$ cat config.mk
export PLATFORM = sky130hd
export DESIGN_NAME = sipo_deserializer
export DESIGN_NICKNAME = d
export VERILOG_FILES = /design/src/rtl/sipo_deserializer_pkg.sv /design/src/rtl/sipo_shift_core.sv /design/src/rtl/sipo_deserializer.sv
export SDC_FILE = /design/constraint.sdc
export NUM_CORES = 1
export LEC_CHECK = 0
export CAP_MARGIN = 10
export CORE_AREA = 2 2 39 41
export CTS_CLUSTER_DIAMETER = 120
export DETAILED_ROUTE_END_ITERATION = 7
export DIE_AREA = 0 0 41 43
export SLEW_MARGIN = 15
export SYNTH_ARGS = -nofsm -noshare
export SYNTH_HDL_FRONTEND = slang
export SYNTH_SLANG_ARGS = --single-unit
$ cat constraint.sdc
create_clock -name clk -period 3.75 [get_ports clk]
set_clock_uncertainty 0.2 [all_clocks]
set_input_delay 0.75 -clock clk [delete_from_list [all_inputs] [get_ports clk]]
set_output_delay 0.75 -clock clk [all_outputs]
set_load 0.005 [all_outputs]
$ cat src/rtl/sipo_deserializer_pkg.sv
// rtl/sipo_deserializer_pkg.sv - shared constants and helpers for the SIPO receiver
//
// Purpose: constants shared by the receiver, its shift core and the paired PISO.
//   WIDTH_DEF : default word width in bits
//   MSB_FIRST : wire bit order; the first bit on the link is the word MSB
//   cnt_width : width of a bit counter that must hold 0..w-1 (never below 1)
package sipo_deserializer_pkg;

   localparam int WIDTH_DEF = 4;
   localparam bit MSB_FIRST = 1'b1;

   function automatic int cnt_width(input int w);
      return (w <= 2) ? 1 : $clog2(w);
   endfunction

endpackage

$ cat src/rtl/sipo_shift_core.sv
// rtl/sipo_shift_core.sv - serial shift register, bit counter and word-complete strobe
//
// Purpose: accumulates MSB-first serial bits and flags the edge at which a word completes.
// Ports:
//   clk, rst          clock, asynchronous active-low reset
//   clr               synchronous framing restart (drops the partial word)
//   sin_valid, sin    serial bit strobe and data
//   word [WIDTH-1:0]  word that completes if the current bit is accepted (combinational)
//   complete          current bit is accepted and is the last bit of a word
//   busy              a partial word is in progress (counter non-zero)
module sipo_shift_core
   import sipo_deserializer_pkg::*;
#(
   parameter int WIDTH = WIDTH_DEF
) (
   input  logic             clk,
   input  logic             rst,
   input  logic             clr,
   input  logic             sin_valid,
   input  logic             sin,
   output logic [WIDTH-1:0] word,
   output logic             complete,
   output logic             busy
);

   localparam int            CW   = cnt_width(WIDTH);
   localparam logic [CW-1:0] LAST = CW'(WIDTH - 1);

   // The oldest bit always falls out at completion, so only WIDTH-1 bits are
   // ever observable; the top bit of a WIDTH-wide register would be dead.
   logic [WIDTH-2:0] sr;
   logic [CW-1:0]    cnt;
   logic             accept;

   assign accept   = sin_valid & ~clr;
   assign complete = accept & (cnt == LAST);
   assign word     = {sr, sin};
   assign busy     = (cnt != '0);

   always_ff @(posedge clk or negedge rst) begin
      if (!rst) begin
         sr  <= '0;
         cnt <= '0;
      end else if (clr) begin
         sr  <= '0;
         cnt <= '0;
      end else if (sin_valid) begin
         sr  <= word[WIDTH-2:0];
         cnt <= complete ? '0 : cnt + CW'(1);
      end
   end

endmodule

$ cat src/rtl/sipo_deserializer.sv
// rtl/sipo_deserializer.sv - serial-in parallel-out receiver with one-word holding buffer
//
// Purpose: reassembles an MSB-first serial stream into WIDTH-bit words and offers
// each on a ready/valid port through a single holding register.
// Ports:
//   clk, rst             clock, asynchronous active-low reset
//   clr                  synchronous framing restart; held word and handshake unaffected
//   sin_valid, sin       serial bit strobe and data (first bit -> pout[WIDTH-1])
//   pout [WIDTH-1:0]     held word (retains its value after being popped)
//   pout_valid           held word not yet consumed
//   pout_ready           consumer takes pout this cycle
//   overrun              one-cycle pulse: a completed word was dropped, buffer full
//   busy                 partial word in progress
module sipo_deserializer
   import sipo_deserializer_pkg::*;
#(
   parameter int WIDTH = WIDTH_DEF
) (
   input  logic             clk,
   input  logic             rst,
   input  logic             clr,
   input  logic             sin_valid,
   input  logic             sin,
   output logic [WIDTH-1:0] pout,
   output logic             pout_valid,
   input  logic             pout_ready,
   output logic             overrun,
   output logic             busy
);

   logic [WIDTH-1:0] word;
   logic             complete;
   logic [WIDTH-1:0] hold;
   logic             full;
   logic             hold_free;

   sipo_shift_core #(.WIDTH(WIDTH)) u_core (
      .clk       (clk),
      .rst       (rst),
      .clr       (clr),
      .sin_valid (sin_valid),
      .sin       (sin),
      .word      (word),
      .complete  (complete),
      .busy      (busy)
   );

   // A pop on the same edge frees the slot, so a completing word can replace
   // the departing one with no bubble in pout_valid.
   assign hold_free = ~full | pout_ready;

   always_ff @(posedge clk or negedge rst) begin
      if (!rst) begin
         hold    <= '0;
         full    <= 1'b0;
         overrun <= 1'b0;
      end else begin
         overrun <= complete & ~hold_free;
         if (complete && hold_free) begin
            hold <= word;
            full <= 1'b1;
         end else if (full && pout_ready) begin
            full <= 1'b0;
         end
      end
   end

   assign pout       = hold;
   assign pout_valid = full;

endmodule

==> qor.csv, run 1 <==
metric,value,unit
Clk Tree Root Cell,sky130_fd_sc_hd__clkbuf_4,
cell total after placement,63,
Final Cycle Share,0.636,
growth of design area from synthesis to finish,31.2,%
Max Cap Viol,0,
Die Area,0.00176,mm²
vias after detailed routing,302,
sum of negative setup slack,0,ps
worst hold path stage count,1,
arrival time of data at the critical path endpoint,1430,ps
width of the die,41,µm
maximum level of the CTS H-tree,1,
number of failing setup endpoints in the final timing report,0,
biggest area contributors in the synthesized netlist,"sky130_fd_sc_hd__dfrtp_1 55%, sky130_fd_sc_hd__mux2_4 12%, sky130_fd_sc_hd__mux2i_1 8.0%",
violation count after the first detailed-routing iteration,0,
post-cts repair resize count,0,
area share of the largest cell type after synthesis,0.553,
via count of the first global-routing pass,311,
clk slew on worst S/H paths,70,ps
wire length of the first global-routing pass,1290,µm
setup slack of the most critical reg-to-reg path,2210,ps
WHS Endpoint,pout[1],
setup repair after global routing missed its margin,no,
path type of the worst min-delay path,flip-flop to flip-flop,
leakage power,0.337,nW
"most used cell, CP",sky130_fd_sc_hd__inv_1,
Post-Layout Cell Count,67,
slowest cell delay on critical path,480,ps
number of detailed-routing iterations run before antenna repair,1,
total length of routed wires,819,µm
cell row count,14,
final net count,60,
"Largest delay share family, worst path",buffers and inverters,
endpoints failing hold,0,
tightest slew margin relative to the limit,0.672,
CTS buffer count,3,
number of warnings printed during yosys synthesis,0,
core region area,0.00138,mm²
HP Start,pout[1],
element type at the critical path end,primary output,
Slowest cell on crit path,sky130_fd_sc_hd__clkdlybuf4s50_1,
data required time of the critical path,2800,ps
clock sink total,11,
die span in y,43,µm
worst skew pair latency,270,ps
number of buffers and inverters on the critical path,3,
time the final worst path needs with I/O delays and setup,2380,ps
number of library cell types mapped by synthesis,12,
part of the Yosys area used for sequential elements,0.553,
routed via count divided by cell count,4.51,
fraction of final layout cells with drive strength greater than 1,0.176,
number of nets produced by synthesis,44,
TritonCTS clock tree,done,
post-CTS setup buffer count,0,
Worst Setup Start Kind,flip-flop,
detailed placement HPWL,622,µm
all-layer global routing usage,0.124,
f_max,0.420,GHz
per-instance average area after synthesis,13.8,µm²
maximum ir drop on the vdd rail,345,µV
pin count of the biggest net entering global routing,12,
global placer's final weighted congestion,0.762,
ordered list of cells on the worst path,inv_1 > ha_1 > inv_1 > clkdlybuf4s50_1,
RR Startpoint,u_core.cnt[0],
average wire per standard cell,12.2,µm
Synth Register Bits,11,
clk buf depth,2,
Port Buffers,12,
logic depth of the worst register-to-register path,4,
Setup Crit Path Kind,flip-flop to primary output,
post-synthesis cell type with the largest combined area,sky130_fd_sc_hd__dfrtp_1,
residual antenna-violating net count after detailed routing,0,
starting utilization of the core area,0.360,
status,"finished, final reports clean",
power density normalized to cell area,379,mW/mm²
DRC errors left,0,
peak fanout along the critical path,3,
number of diodes added for antenna fixing,0,
synthesized cell area,498,µm²
reg-to-reg endpoint,pout[0],
number of antenna violations at the first check in global routing,0,
hold bufs inserted after CTS,0,
max-slew violations,0,
measured slew at the worst slew-check pin,491,ps
cell count after synthesis,36,
total congestion overflow,0,
Top Ports,13,
==> stage by stage <==
step                area (µm²)  hold slack (ps)  worst slack, ps  power, mW  utilization
floorplan                  498              254             1980      0.150            -
global placement           627              302             1340      0.169        0.453
detailed placement         627              297             1310      0.170        0.453
CTS                        653              317             1350      0.250        0.472
global route               653              334             1290      0.263        0.472
finish                     653              310             1370      0.248        0.472
==> layout by cell type (no fill, tap or decap) <==
master	Yosys	final
sky130_fd_sc_hd__xnor2_1	1	1
sky130_fd_sc_hd__nand2_1	1	1
sky130_fd_sc_hd__mux2_4	4	4
sky130_fd_sc_hd__nor2_1	6	6
sky130_fd_sc_hd__nor2b_4	1	1
sky130_fd_sc_hd__ha_1	2	2
sky130_fd_sc_hd__inv_1	3	3
sky130_fd_sc_hd__clkbuf_4	0	3
sky130_fd_sc_hd__nand3b_4	1	1
sky130_fd_sc_hd__clkbuf_1	0	1
sky130_fd_sc_hd__mux2i_1	4	4
sky130_fd_sc_hd__dfrtp_1	11	11
sky130_fd_sc_hd__nand2b_1	1	1
sky130_fd_sc_hd__clkdlybuf4s50_1	0	12
==> where the power goes <==
group,internal [mW],switching [mW],total (mW)
Sequential,0.125,0.00476,0.130
Clock,0.0412,0.0386,0.0798
Combinational,0.0242,0.0133,0.0375
==> routing by layer <==
layer / GRT usage / wire (µm) / up-vias
li1: - / - / 146
met1: 0.129 / 370 / 140
met2: 0.163 / 362 / 12
met3: 0.0524 / 43 / 4
met4: 0.140 / 42 / 0
met5: 0 / 0 / -
==> area by class of cell <==
| type | instances | area (µm²) |
|---|---|---|
| Multi-Input combinational cell | 21 | 200 |
| Fill cell | 132 | 731 |
| Clock buffer | 4 | 26.3 |
| Timing Repair Buffer | 12 | 120 |
| Inverter | 3 | 11.3 |
| Tap cell | 16 | 20.0 |
| Sequential cell | 11 | 275 |
==> worst max path at each step <==
| stage | slack, ps | endpoint | from | depth (start not counted) |
|---|---|---|---|---|
| finish | 1370 | busy | u_core.cnt[0] | 4 |
| global route | 1290 | busy | u_core.cnt[0] | 4 |
| CTS | 1350 | busy | u_core.cnt[0] | 4 |
| detailed placement | 1310 | pout[1] | sin_valid | 4 |
| global placement | 1340 | pout[0] | sin_valid | 4 |
| floorplan | 1980 | pout[0] | sin_valid | 4 |
==> flip-flops by register name (all words and copies together) (netlist names) <==
| register | flops |
|---|---|
| overrun | 1 |
| u_core.cnt | 2 |
| u_core.sr | 3 |
| pout_valid | 1 |
| pout | 4 |
==> worst reg2reg max path, delay by kind of cell, from the launching register on <==
kind	cells	cell delay, ps
flip-flops	1	390
multiplexers	1	320
adder cells (fa/ha/maj)	1	200
AND/OR/NAND/NOR	2	310
==> synth_stat cells, drive strengths merged <==
master	n
ha	2
nand2b	1
nor2	6
buf	1
dfrtp	11
mux2	4
mux2i	4
nand2	1
nand3b	1
nor2b	1
xnor2	1
inv	3
==> kinds of logic (layout without fill, tap and decap cells) <==
family / after synthesis / after routing / synth area share
flops: 11 / 11 / 0.553
buf+inv: 4 / 19 / 0.0452
mux: 8 / 8 / 0.201
fa+ha+maj: 2 / 2 / 0.0502
simple gates: 10 / 10 / 0.133
xor+xnor: 1 / 1 / 0.0176
Note: power is estimated with default switching activity, not from simulation.
==> run 2, diff against run 1 <==
Clock period 3.75 ns to 2.3 ns, I/O delays scaled along.
==> run 2 against run 1 <==
Wire length is 0.24% higher. Sequential cell count stayed put. Global-route usage is 0.54 points higher. Clock-buffer cell count stayed put. Hold slack better by 7.5 ps. Largest cell class unchanged. Highest routed layer is now met3.
==> qor.csv, run 2 (synthesis results as in run 1) <==
metric,value,unit,change
most frequent cells in the layout,"12 x sky130_fd_sc_hd__clkdlybuf4s50_1, 11 x sky130_fd_sc_hd__dfrtp_1, 6 x sky130_fd_sc_hd__nor2_1, 4 x sky130_fd_sc_hd__mux2_4, 4 x sky130_fd_sc_hd__mux2i_1",,
total length of routed wires,821,µm,+0.24%
maximum level of the CTS H-tree,1,,unchanged
residual antenna-violating net count after detailed routing,0,,unchanged
number of buffers and inverters on the critical path,3,,unchanged
total congestion overflow,0,,unchanged
area taken by multi-input logic gates,200,µm²,unchanged
number of failing setup endpoints in the final timing report,0,,unchanged
ordered list of cells on the worst path,inv_1 > ha_1 > inv_1 > clkdlybuf4s50_1,,
data required time of the critical path,1640,ps,-1160 ps
worst skew pair latency,260,ps,about the same
status,"finished, final reports clean",,
routed via count divided by cell count,4.63,,+2.8%
pin count of the biggest net entering global routing,12,,unchanged
maximum ir drop on the vdd rail,291,µV,-15%
"Largest delay share family, worst path",buffers and inverters,,
number of diodes added for antenna fixing,0,,unchanged
Largest register FFs,4,,unchanged
core region area,0.00138,mm²,unchanged
number of antenna violations at the first check in global routing,0,,unchanged
tightest slew margin relative to the limit,0.674,,+0.00179
power density normalized to cell area,608,mW/mm²,+60%
hold bufs inserted after CTS,0,,unchanged
CTS buffer count,3,,unchanged
growth of design area from synthesis to finish,32.7,%,
Slowest cell on crit path,sky130_fd_sc_hd__clkdlybuf4s50_1,,
busiest metal layer after global routing,met2,,
Port Buffers,12,,unchanged
number of detailed-routing iterations run before antenna repair,4,,+3
f_max,0.483,GHz,
Final Cycle Share,0.899,,
width of the die,41,µm,unchanged
Worst Hold Margin,318,ps,+7.46 ps
starting utilization of the core area,0.360,,unchanged
Seq. cell area,275,µm²,unchanged
fraction of final layout cells with drive strength greater than 1,0.192,,+0.0158
post-CTS setup buffer count,0,,unchanged
path type of the worst min-delay path,flip-flop to flip-flop,,
measured slew at the worst slew-check pin,488,ps,-2.68 ps
clk buf depth,2,,unchanged
global placer's final weighted congestion,0.702,,-7.9%
met1 routing resource usage after global routing,0.134,,+0.00431
arrival time of data at the critical path endpoint,1410,ps,-20 ps
die span in y,43,µm,unchanged
Post-DP Area,634,µm²,+1.2%
utilization after layout,0.477,,+0.00543
average wire per standard cell,12.1,µm,-1.2%
most frequent standard cell in the layout excluding fill and tap cells,sky130_fd_sc_hd__clkdlybuf4s50_1,,
via count of the first global-routing pass,344,,+11%
endpoints failing hold,0,,unchanged
max-slew violations,0,,unchanged
TritonCTS clock tree,done,,
total power after layout,0.402,mW,+62%
met3 Track Usage GR,0.0471,,-0.00524
Die Area,0.00176,mm²,unchanged
all-layer global routing usage,0.129,,+0.00537
Top Ports,13,,unchanged
Worst Setup Start Kind,flip-flop,,
number of fill cells,128,,-3.0%
Setup Crit Path Kind,flip-flop to primary output,,
cell row count,14,,unchanged
setup repair after global routing missed its margin,no,,
clock sink total,11,,unchanged
peak fanout along the critical path,3,,unchanged
met2 track utilization from global routing,0.197,,+0.0344
post-cts repair resize count,0,,unchanged
element type at the critical path end,primary output,,
leakage power,0.342,nW,+1.4%
final net count,61,,+1.7%
sum of negative setup slack,0,ps,unchanged
Clk Tree Root Cell,sky130_fd_sc_hd__clkbuf_4,,
vias after detailed routing,315,,+4.3%
final instance area,661,µm²,+1.1%
Max Cap Viol,0,,unchanged
clk slew on worst S/H paths,70,ps,about the same
slowest cell delay on critical path,480,ps,about the same
"most used cell, CP",sky130_fd_sc_hd__inv_1,,
violation count after the first detailed-routing iteration,2,,+2
time the final worst path needs with I/O delays and setup,2070,ps,
DRC errors left,0,,unchanged
detailed placement HPWL,663,µm,+6.7%
wire length of the first global-routing pass,1430,µm,+11%
## run 2: worst reg2reg max path: stages, from the launching register on
cell	delay, ps
sky130_fd_sc_hd__dfrtp_1	380
sky130_fd_sc_hd__ha_1	210
sky130_fd_sc_hd__nand3b_4	110
sky130_fd_sc_hd__nor2b_4	200
sky130_fd_sc_hd__mux2_4	320
## run 2: metal layers
| metal | routed length (µm) | share of wire | vias up |
|---|---|---|---|
| met5 | 0 | 0 | - |
| li1 | - | - | 147 |
| met2 | 448 | 0.55 | 12 |
| met3 | 43 | 0.052 | 0 |
| met1 | 330 | 0.40 | 156 |
| met4 | 0 | 0 | 0 |
## run 2: area by class of cell
class                      count  area share
clock buffer                   4      0.0398
inverter                       3      0.0170
sequential                    11       0.417
timing repair buffer          13       0.193
tap                           16      0.0303
multi-input combinational     21       0.303
## run 2: report_power, final
| group | switching, mW | leakage, nW | total [mW] | internal (mW) |
|---|---|---|---|---|
| logic | 0.0215 | 0.176 | 0.0619 | 0.0404 |
| clock network | 0.0601 | 0.0150 | 0.127 | 0.0671 |
| registers | 0.00811 | 0.150 | 0.213 | 0.205 |
## run 2: per-stage QoR
| step | worst slack [ps] | instances |
|---|---|---|
| after global routing | 166 | 68 |
| after global placement | 305 | 64 |
| after CTS | 204 | 68 |
| after detailed placement | 265 | 64 |
| final | 232 | 68 |
| after floorplan | 824 | 36 |
## run 2: worst paths after layout
kind | start | to | slack (ps) | cells past startpoint
max | u_core.cnt[0] | busy | 230 | 4
min | pout[2] | pout[2] | 320 | 1
max reg2reg | u_core.cnt[0] | pout[3] | 760 | 4
min reg2reg | pout[2] | pout[2] | 320 | 1
max in group asynchronous | rst | u_core.cnt[1] | 1250 | 1
min in group asynchronous | rst | overrun | 330 | 1
==> run 3, diff against run 2 <==
Settings changed: PLACE_DENSITY set to 0.66.
Clock period 2.3 ns to 1.8 ns, I/O delays scaled along.
==> run 3 against run 2 <==
Total power rose by 29%. Register-to-register slack worse by 530 ps. Hold slack lost 88 ps. Largest cell class unchanged. Largest power group unchanged.
==> qor.csv, run 3 (synthesis results as in run 1) <==
metric,value,unit,change
tightest slew margin relative to the limit,0.674,,about the same
logic depth of the worst register-to-register path,5,,+1
slowest cell delay on critical path,500,ps,+20 ps
number of buffers and inverters on the critical path,1,,-2
width of the die,41,µm,unchanged
via count of the first global-routing pass,392,,+14%
CTS buffer count,3,,unchanged
setup repair after global routing missed its margin,no,,
core region area,0.00138,mm²,unchanged
routed via count divided by cell count,4.33,,-6.6%
clock sink total,11,,unchanged
clk buf depth,2,,unchanged
Clk Tree Root Cell,sky130_fd_sc_hd__clkbuf_4,,
pin count of the biggest net entering global routing,12,,unchanged
final net count,66,,+8.2%
element type at the critical path end,primary output,,
f_max,0.595,GHz,
part of the power in combinational logic,0.168,,+0.014
measured slew at the worst slew-check pin,488,ps,-0.206 ps
status,"finished, final reports clean",,
Largest register FFs,4,,unchanged
detailed placement HPWL,715,µm,+7.8%
total length of routed wires,874,µm,+6.5%
starting utilization of the core area,0.360,,unchanged
DRC errors left,0,,unchanged
"Worst Setup Slack, final",118,ps,-113 ps
time the final worst path needs with I/O delays and setup,1680,ps,
maximum level of the CTS H-tree,1,,unchanged
RR Startpoint,u_core.cnt[0],,
final instance area,697,µm²,+5.5%
total power after layout,0.519,mW,+29%
Post-DP Area,664,µm²,+4.7%
cell row count,14,,unchanged
growth of design area from synthesis to finish,39.9,%,
Worst Setup Start Kind,flip-flop,,
vias after detailed routing,316,,+0.32%
max-slew violations,0,,unchanged
"Largest delay share family, worst path",buffers and inverters,,
power density normalized to cell area,744,mW/mm²,+22%
Port Buffers,12,,unchanged
wire length of the first global-routing pass,1600,µm,+12%
most frequent cells in the layout,"11 x sky130_fd_sc_hd__clkdlybuf4s50_1, 11 x sky130_fd_sc_hd__dfrtp_1, 6 x sky130_fd_sc_hd__nor2_1, 6 x sky130_fd_sc_hd__buf_4",,
residual antenna-violating net count after detailed routing,0,,unchanged
net switching fraction of the power,0.224,,about the same
number of detailed-routing iterations run before antenna repair,2,,-2
Top Ports,13,,unchanged
data required time of the critical path,1240,ps,-400 ps
path type of the worst min-delay path,primary input to asynchronous set/reset pin,,
Max Cap Viol,0,,unchanged
Die Area,0.00176,mm²,unchanged
worst skew pair latency,260,ps,about the same
Setup Crit Path Kind,flip-flop to primary output,,
TritonCTS clock tree,done,,
maximum ir drop on the vdd rail,280,µV,-3.9%
all-layer global routing usage,0.139,,+0.00970
arrival time of data at the critical path endpoint,1120,ps,-290 ps
clk slew on worst S/H paths,70,ps,about the same
endpoints failing hold,0,,unchanged
pre-CTS setup slack,-38.7,ps,-304 ps
average wire per standard cell,12.0,µm,-0.84%
ordered list of cells on the worst path,clkdlybuf4s50_1,,
setup slack of the most critical reg-to-reg path,230,ps,-530 ps
register share of total power,0.520,,-0.009
Int Pwr,0.403,mW,+29%
number of antenna violations at the first check in global routing,0,,unchanged
leakage power,0.368,nW,+7.7%
peak fanout along the critical path,2,,-1
hold bufs inserted after CTS,0,,unchanged
die span in y,43,µm,unchanged
Final Cycle Share,0.934,,
global placer's final weighted congestion,0.655,,-6.7%
fraction of final layout cells with drive strength greater than 1,0.263,,+0.0709
violation count after the first detailed-routing iteration,1,,-1
switching power,0.116,mW,+29%
number of failing setup endpoints in the final timing report,0,,unchanged
clock network fraction of total power,0.312,,-0.004
Slowest cell on crit path,sky130_fd_sc_hd__clkdlybuf4s50_1,,
number of diodes added for antenna fixing,0,,unchanged
total congestion overflow,0,,unchanged
reg-to-reg endpoint,pout[3],,
[run 3: repair_timing]
item | in CTS | in global routing
setup endpoints to repair | 1 | 0
setup buffers | 1 | 0
gates resized for setup | 1 | 0
[run 3: layer usage]
layer,part of all wire,vias up,global-route usage
met2,0.58,8,0.238
li1,-,157,-
met1,0.38,149,0.142
met4,0.0057,0,0.0800
met3,0.039,2,0.0314
met5,0,-,0
[run 3: final cells by class]
class | count | area, µm²
Fill cell | 137 | 687
Inverter | 3 | 11.3
Timing Repair Buffer | 18 | 164
Sequential cell | 11 | 275
Clock buffer | 4 | 26.3
Multi-Input combinational cell | 21 | 200
Tap cell | 16 | 20.0
[run 3: how the worst max path moves through the flow]
stage | startpoint | endpoint | slack [ps] | cells past startpoint
2_1_floorplan | u_core.cnt[0] | pout[0] | 350 | 4
3_3_place_gp | sin_valid | pout[3] | -40 | 4
3_5_place_dp | pout_ready | pout[2] | -40 | 4
4_1_cts | pout[1] | pout[1] | 100 | 1
5_1_grt | u_core.cnt[0] | busy | 40 | 4
6_report | pout[1] | pout[1] | 120 | 1
[run 3: through the flow]
stage / hold slack (ps) / utilization / std cells / TNS (ps)
after CTS: 230 / 0.504 / 73 / 0
after global routing: 262 / 0.504 / 73 / 0
after global placement: 297 / 0.480 / 68 / -167
after detailed placement: 296 / 0.480 / 68 / -152
after floorplan: -136 / - / 36 / 0
final: 230 / 0.504 / 73 / 0
[run 3: power groups by stage]
stage          logic (mW)  clock network [mW]  registers (mW)
2_1_floorplan      0.0367                   0           0.275
3_3_place_gp       0.0863                   0           0.275
3_5_place_dp       0.0872                   0           0.276
4_1_cts            0.0892               0.173           0.270
5_1_grt            0.0977               0.190           0.272
6_report           0.0873               0.162           0.270
